--- config.mk ---
export PLATFORM = sky130hd
export DESIGN_NAME = bus_sram_bridge_flat
export DESIGN_NICKNAME = d
export VERILOG_FILES = /design/src/rtl/bus_sram_bridge_if.sv /design/src/rtl/bus_sram_bridge.sv /design/src/flat_wrapper.sv
export SDC_FILE = /design/constraint.sdc
export NUM_CORES = 1
export LEC_CHECK = 0
export BUFFER_PORTS_ARGS = -buffer_cell sky130_fd_sc_hd__buf_4
export CORE_UTILIZATION = 43
export CTS_CLUSTER_DIAMETER = 200
export DETAILED_ROUTE_END_ITERATION = 7
export PLACE_DENSITY = 0.76
export SYNTH_ARGS = -nofsm -noshare
export SYNTH_HDL_FRONTEND = slang
export SYNTH_SLANG_ARGS = --single-unit
--- constraint.sdc ---
create_clock -name clk -period 1.45 [get_ports clk]
set_input_delay 0.0725 -clock clk [delete_from_list [all_inputs] [get_ports clk]]
set_output_delay 0.0725 -clock clk [all_outputs]
set_load 0.05 [all_outputs]
--- src/rtl/bus_sram_bridge_if.sv ---
// Bus transaction and SRAM port bundles for the bus-to-SRAM bridge.
// The command encoding is shared through a small package.
package bus_sram_pkg;
  typedef enum logic {
    BUS_READ  = 1'b0,
    BUS_WRITE = 1'b1
  } bus_cmd_t;
endpackage

interface bus_trans_if_t #(
  parameter int AW = 32,
  parameter int DW = 32
);
  import bus_sram_pkg::*;

  typedef struct packed {
    bus_cmd_t          cmd;
    logic [AW-1:0]     addr;
    logic [DW-1:0]     data;
    logic [DW/8-1:0]   strb;
  } req_pkt_t;

  typedef struct packed {
    logic [DW-1:0] data;
    logic          ok;
  } rsp_pkt_t;

  logic     req_vld;
  logic     req_rdy;
  req_pkt_t req_pkt;
  logic     rsp_vld;
  logic     rsp_rdy;
  rsp_pkt_t rsp_pkt;

  modport slave (
    input  req_vld, req_pkt, rsp_rdy,
    output req_rdy, rsp_vld, rsp_pkt
  );

  modport master (
    output req_vld, req_pkt, rsp_rdy,
    input  req_rdy, rsp_vld, rsp_pkt
  );
endinterface

interface sram_if_t #(
  parameter int SAW = 15,
  parameter int DW  = 32
);
  logic [SAW-1:0] addr;
  logic           wen;
  logic [DW-1:0]  wdata;
  logic [DW-1:0]  rdata;

  modport master (
    output addr, wen, wdata,
    input  rdata
  );

  modport slave (
    input  addr, wen, wdata,
    output rdata
  );
endinterface

--- src/rtl/bus_sram_bridge.sv ---
// Bridges one-outstanding bus transactions onto a single-port SRAM.
// Partial-strobe writes are done as read-modify-write.
module bus_sram_bridge #(
  parameter int AW  = 32,
  parameter int DW  = 32,
  parameter int SAW = 15
) (
  input logic         clk,
  input logic         rst_n,
  bus_trans_if_t.slave bus_if,
  sram_if_t.master    sram_if
);
  import bus_sram_pkg::*;

  localparam int SW = DW / 8;

  typedef enum logic [1:0] {
    IDLE,
    RD,
    MERGE,
    RSP
  } state_t;

  state_t          state;
  state_t          state_d;
  logic [SAW-1:0]  addr_q;
  logic [SAW-1:0]  addr_d;
  logic [DW-1:0]   data_q;
  logic [DW-1:0]   data_d;
  logic [SW-1:0]   strb_q;
  logic [SW-1:0]   strb_d;
  logic [DW-1:0]   rsp_data_q;
  logic [DW-1:0]   rsp_data_d;
  logic            rsp_ok_q;
  logic            rsp_ok_d;

  logic [AW-1:0]   req_addr;
  logic [SAW-1:0]  waddr;
  logic            in_range;
  logic            is_wr;
  logic            strb_all;
  logic            strb_none;
  logic            acc;
  logic            err;
  logic            rd_ok;
  logic            wr_full;
  logic            wr_none;
  logic            wr_part;
  logic [DW-1:0]   merged;

  logic            req_rdy;
  logic            rsp_vld;
  logic [SAW-1:0]  sram_addr;
  logic            sram_wen;
  logic [DW-1:0]   sram_wdata;

  assign req_addr  = bus_if.req_pkt.addr;
  assign waddr     = req_addr[SAW+1:2];
  assign in_range  = (req_addr[1:0] == 2'b00) &&
                     ((req_addr >> (SAW + 2)) == '0);
  assign is_wr     = (bus_if.req_pkt.cmd == BUS_WRITE);
  assign strb_all  = &bus_if.req_pkt.strb;
  assign strb_none = ~|bus_if.req_pkt.strb;
  assign acc       = rst_n && (state == IDLE) && bus_if.req_vld;

  assign err     = !in_range;
  assign rd_ok   = in_range && !is_wr;
  assign wr_full = in_range && is_wr && strb_all;
  assign wr_none = in_range && is_wr && strb_none;
  assign wr_part = in_range && is_wr && !strb_all && !strb_none;

  // Byte merge of held write data over the word read back from SRAM
  always_comb begin
    merged = '0;
    for (int i = 0; i < SW; i++) begin
      merged[i*8 +: 8] = strb_q[i] ? data_q[i*8 +: 8]
                                   : sram_if.rdata[i*8 +: 8];
    end
  end

  // Next-state, register loads and SRAM/bus outputs
  always_comb begin
    state_d    = state;
    addr_d     = addr_q;
    data_d     = data_q;
    strb_d     = strb_q;
    rsp_data_d = rsp_data_q;
    rsp_ok_d   = rsp_ok_q;
    req_rdy    = 1'b0;
    rsp_vld    = 1'b0;
    sram_addr  = addr_q;
    sram_wen   = 1'b0;
    sram_wdata = '0;
    unique case (state)
      IDLE: begin
        req_rdy   = rst_n;
        sram_addr = waddr;
        if (acc) begin
          addr_d     = waddr;
          data_d     = bus_if.req_pkt.data;
          strb_d     = bus_if.req_pkt.strb;
          rsp_data_d = '0;
          rsp_ok_d   = 1'b1;
          unique case (1'b1)
            err: begin
              rsp_ok_d = 1'b0;
              state_d  = RSP;
            end
            rd_ok: state_d = RD;
            wr_full: begin
              sram_wen   = 1'b1;
              sram_wdata = bus_if.req_pkt.data;
              state_d    = RSP;
            end
            wr_none: state_d = RSP;
            wr_part: state_d = MERGE;
            default: state_d = IDLE;
          endcase
        end
      end
      RD: begin
        rsp_data_d = sram_if.rdata;
        rsp_ok_d   = 1'b1;
        state_d    = RSP;
      end
      MERGE: begin
        sram_wen   = rst_n;
        sram_wdata = rst_n ? merged : '0;
        rsp_data_d = '0;
        rsp_ok_d   = 1'b1;
        state_d    = RSP;
      end
      RSP: begin
        rsp_vld = rst_n;
        if (bus_if.rsp_rdy) state_d = IDLE;
      end
      default: state_d = IDLE;
    endcase
  end

  // State and transaction registers with synchronous reset
  always_ff @(posedge clk) begin
    if (!rst_n) begin
      state      <= IDLE;
      addr_q     <= '0;
      data_q     <= '0;
      strb_q     <= '0;
      rsp_data_q <= '0;
      rsp_ok_q   <= 1'b0;
    end else begin
      state      <= state_d;
      addr_q     <= addr_d;
      data_q     <= data_d;
      strb_q     <= strb_d;
      rsp_data_q <= rsp_data_d;
      rsp_ok_q   <= rsp_ok_d;
    end
  end

  assign bus_if.req_rdy   = req_rdy;
  assign bus_if.rsp_vld   = rsp_vld;
  assign bus_if.rsp_pkt   = {rsp_data_q, rsp_ok_q};
  assign sram_if.addr     = sram_addr;
  assign sram_if.wen      = sram_wen;
  assign sram_if.wdata    = sram_wdata;

endmodule

--- src/flat_wrapper.sv ---
// flat-port wrapper written by rule: the top's interface ports become plain ports
module bus_sram_bridge_flat import bus_sram_pkg::*;
#(
  parameter int AW  = 32,
  parameter int DW  = 32,
  parameter int SAW = 15
)
  (clk, rst_n, bus_if_req_vld, bus_if_req_pkt, bus_if_rsp_rdy, bus_if_req_rdy, bus_if_rsp_vld, bus_if_rsp_pkt, sram_if_addr, sram_if_wen, sram_if_wdata, sram_if_rdata);
  bus_trans_if_t #(.AW(AW), .DW(DW)) bus_if_i ();
  sram_if_t #(.SAW(SAW), .DW(DW)) sram_if_i ();
  input logic clk;
  input logic rst_n;
  input wire logic [$bits(bus_if_i.req_vld)-1:0] bus_if_req_vld;
  input wire logic [$bits(bus_if_i.req_pkt)-1:0] bus_if_req_pkt;
  input wire logic [$bits(bus_if_i.rsp_rdy)-1:0] bus_if_rsp_rdy;
  output wire logic [$bits(bus_if_i.req_rdy)-1:0] bus_if_req_rdy;
  output wire logic [$bits(bus_if_i.rsp_vld)-1:0] bus_if_rsp_vld;
  output wire logic [$bits(bus_if_i.rsp_pkt)-1:0] bus_if_rsp_pkt;
  output wire logic [$bits(sram_if_i.addr)-1:0] sram_if_addr;
  output wire logic [$bits(sram_if_i.wen)-1:0] sram_if_wen;
  output wire logic [$bits(sram_if_i.wdata)-1:0] sram_if_wdata;
  input wire logic [$bits(sram_if_i.rdata)-1:0] sram_if_rdata;
  assign bus_if_i.req_vld = bus_if_req_vld;
  assign bus_if_i.req_pkt = bus_if_req_pkt;
  assign bus_if_i.rsp_rdy = bus_if_rsp_rdy;
  assign bus_if_req_rdy = bus_if_i.req_rdy;
  assign bus_if_rsp_vld = bus_if_i.rsp_vld;
  assign bus_if_rsp_pkt = bus_if_i.rsp_pkt;
  assign sram_if_addr = sram_if_i.addr;
  assign sram_if_wen = sram_if_i.wen;
  assign sram_if_wdata = sram_if_i.wdata;
  assign sram_if_i.rdata = sram_if_rdata;
  bus_sram_bridge #(.AW(AW), .DW(DW), .SAW(SAW)) u_core (.clk(clk), .rst_n(rst_n), .bus_if(bus_if_i), .sram_if(sram_if_i));
endmodule
==> results of run 1 <==
==> synthesized netlist by cell type, types with 2 or more instances <==
master and instances:
sky130_fd_sc_hd__nand2_1 138, sky130_fd_sc_hd__o21ai_1 2, sky130_fd_sc_hd__o22ai_1 2, sky130_fd_sc_hd__nand3_1 51
sky130_fd_sc_hd__mux2i_1 32, sky130_fd_sc_hd__a211oi_1 2, sky130_fd_sc_hd__o22ai_2 30, sky130_fd_sc_hd__buf_6 3
sky130_fd_sc_hd__inv_1 3, sky130_fd_sc_hd__buf_1 8, sky130_fd_sc_hd__clkbuf_1 21, sky130_fd_sc_hd__and2_1 4
sky130_fd_sc_hd__buf_2 11, sky130_fd_sc_hd__mux2_2 15, sky130_fd_sc_hd__nor2_1 5, sky130_fd_sc_hd__ha_1 4
sky130_fd_sc_hd__buf_4 2, sky130_fd_sc_hd__a21boi_1 64, sky130_fd_sc_hd__and4_1 2, sky130_fd_sc_hd__nor4_1 5
sky130_fd_sc_hd__dfxtp_1 86
==> worst paths after layout <==
| path | start | end | slack, ns | cells after the start |
|---|---|---|---|---|
| max | u_core.state[1]$_SDFFE_PN0P_ | u_core.rsp_data_q[0]$_SDFFE_PN0P_ | -0.55 | 11 |
| min | sram_if_rdata[7] | u_core.rsp_data_q[7]$_SDFFE_PN0P_ | 0.005 | 3 |
| max reg2reg | u_core.state[1]$_SDFFE_PN0P_ | u_core.rsp_data_q[0]$_SDFFE_PN0P_ | -0.55 | 11 |
| min reg2reg | u_core.addr_q[7]$_SDFFE_PN0P_ | u_core.addr_q[7]$_SDFFE_PN0P_ | 0.45 | 2 |
==> layout make-up <==
class	instances	area share
Multi-Input combinational cell	368	0.3886
Timing Repair Buffer	352	0.3830
Sequential cell	86	0.1832
Tap cell	133	0.01769
Clock buffer	11	0.01503
Clock inverter	5	0.01130
Inverter	3	0.001197
==> layer usage <==
| layer | global-route usage | routed length, µm | vias up |
|---|---|---|---|
| li1 | - | - | 2394 |
| met1 | 0.3882 | 8886 | 2815 |
| met2 | 0.6544 | 13020 | 651 |
| met3 | 0.07254 | 3193 | 259 |
| met4 | 0.1846 | 2746 | 0 |
| met5 | 0 | 0 | - |
==> registers in the layout, summed over array words and instances, names as in the netlist <==
register / cells
u_core.data_q: 32
u_core.state: 2
u_core.rsp_data_q: 32
u_core.strb_q: 4
u_core.addr_q: 15
u_core.rsp_ok_q: 1
==> report_power, final <==
group          leakage (nW)  switching, mW  internal (mW)  total [mW]
Sequential            0.700          0.333           2.70        3.03
Clock                 0.120           1.01           1.20        2.21
Combinational          3.05           6.00           5.08        11.1
==> logic make-up after synthesis <==
kind of cell | after synthesis
buffers and inverters | 48
adder cells (fa/ha/maj) | 4
flip-flops | 86
multiplexers | 48
AND/OR/NAND/NOR | 213
AO/OA/AOI/OAI | 103
==> worst max-delay path: stages (launching register included) <==
cell and delay (ns):
sky130_fd_sc_hd__dfxtp_2 0.38, sky130_fd_sc_hd__inv_2 0.07, sky130_fd_sc_hd__ha_4 0.16, sky130_fd_sc_hd__buf_4 0.13, sky130_fd_sc_hd__buf_6 0.13, sky130_fd_sc_hd__buf_6 0.13, sky130_fd_sc_hd__nand2b_4 0.18, sky130_fd_sc_hd__nand2_8 0.10
sky130_fd_sc_hd__buf_12 0.13, sky130_fd_sc_hd__buf_16 0.13, sky130_fd_sc_hd__nand3_1 0.12, sky130_fd_sc_hd__a21boi_2 0.23
==> what timing repair did <==
| action | CTS | global route |
|---|---|---|
| setup endpoints to repair | 113 | 136 |
| cloned | 13 | 6 |
| gates resized for setup | 161 | 159 |
| setup buffers | 29 | 17 |
| pin swaps | 28 | 56 |
| hold buffers | 43 | 3 |
| hold endpoints to repair | 43 | 3 |
==> per-stage QoR <==
step	hold slack [ns]	utilization	cell area (µm²)
detailed placement	0.2728	0.6777	6624
global route	0.01404	0.9626	9409
finish	0.005021	0.9626	9409
global placement	0.2626	0.6777	6624
CTS	0.0007178	0.8699	8503
floorplan	0.1715	-	4735
==> flow_summary.ini, run 1 <==
[critical_path]
timing.setup.critical_path_class = flip-flop to flip-flop
worst_setup_path_start_kind = flip-flop
worst_setup_path_end_kind = flip-flop
critical_path_arrival_ns = 2.28
worst_ep_required_time_ns = 1.73
critical_path.max_fanout = 5

[cts]
number_of_cts_inserted_buffers = 9
cts_max_level = 3
clk-insertion-delay-late_ns = 0.37
clk_path_buf_depth = 2
clk_pin_slew_worst_paths_ns = 0.09
cts_tree = yes
clock_sink_count = 86
clock_tree_root_driver_cell = sky130_fd_sc_hd__clkbuf_8

[synthesis]
synth_top_cell_by_area = sky130_fd_sc_hd__dfxtp_1
synth-async-reset-ratio = 0
yosys_most_used_dff = sky130_fd_sc_hd__dfxtp_1
synth_cells = 502
synth.ff_latch_count = 86
synthAdderAreaFrac = 0.01150
number_of_synthesized_flops_with_an_enable_pin = 0
yosys.cell_types.count = 33
muxShareOfSynthArea = 0.1150
yosys.area_share.xor_xnor = 0
syn_nets = 611
synth-seq-area-share = 0.3957
area_fraction_in_compound_gates_after_synthesis = 0.2120
synth_simple_gate_area_frac = 0.2143
yosys_warnings = 0
synth_area_um2 = 4350
synth.top_cells.by_area = sky130_fd_sc_hd__dfxtp_1, sky130_fd_sc_hd__nand2_1, sky130_fd_sc_hd__a21boi_1
synth.avg_cell_area_um2 = 8.666
yosysTopAreaCellShare = 0.3957
combinational_family_with_the_most_area_after_synthesis = simple AND/OR/NAND/NOR gates

[timing]
slew_headroom = 0.4846
fin_tns_setup_ns = -52.32
tightestPinTransition_ns = 0.7661
timing_hold_violations_final = 0
timing.final.ws_setup_ns = -0.5462
finalSetupViolations = 136
clock-skew-final_ns = 0.008368
timing.final.crit_share = 1.377
setup_repair_after_global_routing_missed_its_margin = yes
period_needed_ns = 1.996
clock.fmax_mhz = 501.0
final-max-slew-violation-count = 0

[floorplanning]
initial_utilization = 0.4451
io_pins = 188
core_area_um2 = 9774
die_area_um2 = 10520
std_cell_rows = 36
chipHeight_um = 102.6
die-width_um = 102.6

[detailed_routing]
dr_pass1_iterations = 6
number_of_vias_in_the_routed_layout = 6119
vias_per_cell = 6.387
detailedRoute.firstIterationViolations = 495
routed_wl_um = 27840
antenna_left = 0
drc = 0
route.detailed.wl_per_inst_um = 29.06

[global_route]
maximum_number_of_pins_on_one_net_before_global_route_repair = 54
via_count_of_the_first_global_routing_pass = 5495
overflow = 0
grt_usage = 0.3575
grt_antenna_before_repair = 0
grt_first_pass_wirelength_um = 28040

[place]
place_congestion = 0.8302
dpl_hpwl_um = 10040
portBuffers = 187
placedCellCount = 837
detailedPlace.worstSlack_ns = -0.1527

[final_layout]
final_net_count = 929
regArea_um2 = 1724
layout.cells.most_common = sky130_fd_sc_hd__buf_4
antenna_cells_inserted = 0
layout-drive-gt1-share = 0.6376
multi_input_area_um2 = 3656
layoutNonFillerInstCount = 958
area_growth_syn_to_layout_pct = 116.3
layout_common_cells = sky130_fd_sc_hd__buf_4, sky130_fd_sc_hd__dfxtp_1, sky130_fd_sc_hd__buf_6, sky130_fd_sc_hd__nand2_1, sky130_fd_sc_hd__dlygate4sd3_1
final.fill_count = 183

[outcome]
run_status = complete, but fails checks
violations = setup timing

[worst_hold_path]
hp-class = primary input to flip-flop

[pwr]
report.power.total_mw = 16.32
pwr_density_cell_nw_per_um2 = 1735
worst_ir_drop_vdd_mv = 1.543
total_leakage_power_nw = 3.866

[run]
max-cap-violations = 0
No activity file was read; power rests on OpenSTA's default activity.
==> run 2, diff against run 1 <==
--- a/config.mk
+++ b/config.mk
@@ -6,10 +6,12 @@
 export NUM_CORES = 1
 export LEC_CHECK = 0
 export BUFFER_PORTS_ARGS = -buffer_cell sky130_fd_sc_hd__buf_4
-export CORE_UTILIZATION = 43
+export CORE_UTILIZATION = 45
+export CTS_BUF_LIST = sky130_fd_sc_hd__clkbuf_8
 export CTS_CLUSTER_DIAMETER = 200
 export DETAILED_ROUTE_END_ITERATION = 7
-export PLACE_DENSITY = 0.76
+export PLACE_DENSITY = 0.79
+export SLEW_MARGIN = 20
 export SYNTH_ARGS = -nofsm -noshare
 export SYNTH_HDL_FRONTEND = slang
 export SYNTH_SLANG_ARGS = --single-unit
==> run 2 against run 1 <==
  * Sequential power shrank 4%
  * Utilization shrank 7.2 points
  * Highest routed layer unchanged
  * Worst setup slack gained 0.061 ns
  * Critical path depth shrank 3
  * The run ends with hold timing, setup timing left
  * Non-clock buffer count shrank 43
==> flow_summary.ini, run 2 (synthesis gave the netlist of run 1 again) <==
[timing]
final-max-slew-violation-count = 0
final.hold.worst_slack_ns = -0.004318
timing.final.crit_share = 1.335
setup_repair_after_global_routing_missed_its_margin = yes
finalSetupViolations = 135
timing.final.ws_setup_ns = -0.4852
tightestPinTransition_ns = 0.7313
clock.fmax_mhz = 516.8
clock-skew-final_ns = 0.009962
slew_headroom = 0.5080
timing_hold_violations_final = 1
period_needed_ns = 1.935

[final_layout]
antenna_cells_inserted = 0
final_net_count = 886
layout-drive-gt1-share = 0.5544
reg_top3 = u_core.data_q x32, u_core.rsp_data_q x32, u_core.addr_q x15
layoutNonFillerInstCount = 910
area_growth_syn_to_layout_pct = 89.96
post-route-util = 0.8902
layout.cells.most_common = sky130_fd_sc_hd__buf_4
layout_common_cells = sky130_fd_sc_hd__buf_4, sky130_fd_sc_hd__dfxtp_1, sky130_fd_sc_hd__nand2_1, sky130_fd_sc_hd__buf_6, sky130_fd_sc_hd__a21boi_1

[detailed_routing]
route.detailed.wl_per_inst_um = 21.72
routed_wl_um = 19770
number_of_vias_in_the_routed_layout = 5261
vias_per_cell = 5.781
detailedRoute.firstIterationViolations = 275
drc = 0
dr_pass1_iterations = 6
antenna_left = 0

[cts]
clk_path_buf_depth = 2
clock_sink_count = 86
cts_tree = yes
clk_pin_slew_worst_paths_ns = 0.09
clock_tree_root_driver_cell = sky130_fd_sc_hd__clkbuf_8
number_of_cts_inserted_buffers = 9
clk-insertion-delay-late_ns = 0.35
cts_max_level = 3

[place]
detailedPlace.worstSlack_ns = -0.2803
place_congestion = 0.8264
dpl_hpwl_um = 10210
placedCellCount = 839
portBuffers = 187

[critical_path]
critical_path.max_fanout = 7
timing.setup.critical_path_class = flip-flop to output port
crit_path_max_incr_delay_ns = 0.34
worstPathCellList = inv_2 > ha_4 > and3_4 > buf_12 > buf_16 > nand2_4 > o22ai_4 > buf_6
worst_setup_path_start_kind = flip-flop
worst_setup_path_end_kind = output port
critical_path_arrival_ns = 1.86
worst_ep_required_time_ns = 1.38
crit_slowest_cell = sky130_fd_sc_hd__dfxtp_2

[floorplanning]
die_area_um2 = 10070
core_area_um2 = 9284
io_pins = 188
std_cell_rows = 35
initial_utilization = 0.4686
chipHeight_um = 100.3
die-width_um = 100.3

[pwr]
report.power.total_mw = 13.98
worst_ir_drop_vdd_mv = 1.520
total_leakage_power_nw = 3.473
pwr_density_cell_nw_per_um2 = 1692

[outcome]
violations = hold timing, setup timing
run_status = complete, but fails checks

[global_route]
grt_usage = 0.3754
grt_first_pass_wirelength_um = 28770
grt_antenna_before_repair = 0
via_count_of_the_first_global_routing_pass = 5709
maximum_number_of_pins_on_one_net_before_global_route_repair = 38
overflow = 0

[worst_hold_path]
hp-class = primary input to flip-flop

[run]
max-cap-violations = 0
-- run 2: cell count changes in the layout (fill, tap and decap cells not counted), moves of 5 or more --
cell                            change
sky130_fd_sc_hd__nand2_1           +21
sky130_fd_sc_hd__a21boi_1          +18
sky130_fd_sc_hd__nand2_8           -11
sky130_fd_sc_hd__buf_4             -16
sky130_fd_sc_hd__nand3_1           +24
sky130_fd_sc_hd__a21boi_2          -18
sky130_fd_sc_hd__nand3_4            -8
sky130_fd_sc_hd__clkbuf_16          -5
sky130_fd_sc_hd__nand2_4           -13
sky130_fd_sc_hd__nand3_2           -16
sky130_fd_sc_hd__dlygate4sd3_1     -14
sky130_fd_sc_hd__buf_12             -5
-- run 2: final timing paths --
kind	start	to	slack, ns	depth (start not counted)
setup / recovery	u_core.state[0]$_SDFFE_PN0P_	sram_if_wdata[3]	-0.49	8
setup reg to reg	u_core.state[0]$_SDFFE_PN0P_	u_core.rsp_data_q[16]$_SDFFE_PN0P_	-0.38	10
hold reg to reg	u_core.rsp_data_q[22]$_SDFFE_PN0P_	u_core.rsp_data_q[22]$_SDFFE_PN0P_	0.46	2
hold / removal	sram_if_rdata[30]	u_core.rsp_data_q[30]$_SDFFE_PN0P_	-0.004	3
-- run 2: repair_timing --
action / 4_1_cts / 5_1_grt
buffers inserted: 21 / 4
gates resized for setup: 184 / 39
pin swaps: 36 / 14
setup endpoints to repair: 109 / 129
gates cloned: 8 / 0
hold buffers: 31 / 1
hold endpoints to repair: 31 / 1
-- run 2: worst max-delay path, delay by kind of cell, from the launching register on --
kind / cells / cell delay, ns
buffers and inverters: 4 / 0.58
flip-flops: 1 / 0.34
AND/OR/NAND/NOR: 2 / 0.33
adder cells (fa/ha/maj): 1 / 0.16
AO/OA/AOI/OAI: 1 / 0.10
-- run 2: power breakdown --
| group | switching [mW] | internal, mW | total [mW] | leakage [nW] |
|---|---|---|---|---|
| registers | 0.229 | 2.70 | 2.92 | 0.700 |
| logic | 5.12 | 4.28 | 9.40 | 2.67 |
| clock network | 0.882 | 0.774 | 1.66 | 0.101 |
-- run 2: layout make-up --
type	instances	area, µm²
Tap cell	129	161.4
Timing Repair Buffer	309	3030
Inverter	3	11.26
Sequential cell	86	1724
Fill cell	414	1020
Clock buffer	9	123.9
Clock inverter	6	56.30
Multi-Input combinational cell	368	3157
-- run 2: per-stage QoR --
stage	hold slack [ns]	setup TNS, ns	area (µm²)
global route	-0.004216	-39.94	8264
global placement	0.2637	-7.582	6626
floorplan	0.1715	-1.515	4735
CTS	0.0003778	-19.37	8153
detailed placement	0.2706	-12.26	6626
finish	-0.004318	-33.23	8264
-- run 2: routing by layer --
metal	up-vias	GRT usage	wire (µm)
met5	-	0	0
met1	2549	0.3981	6847
met3	84	0.08774	1520
met2	327	0.6670	10340
li1	2301	-	-
met4	0	0.2419	1062
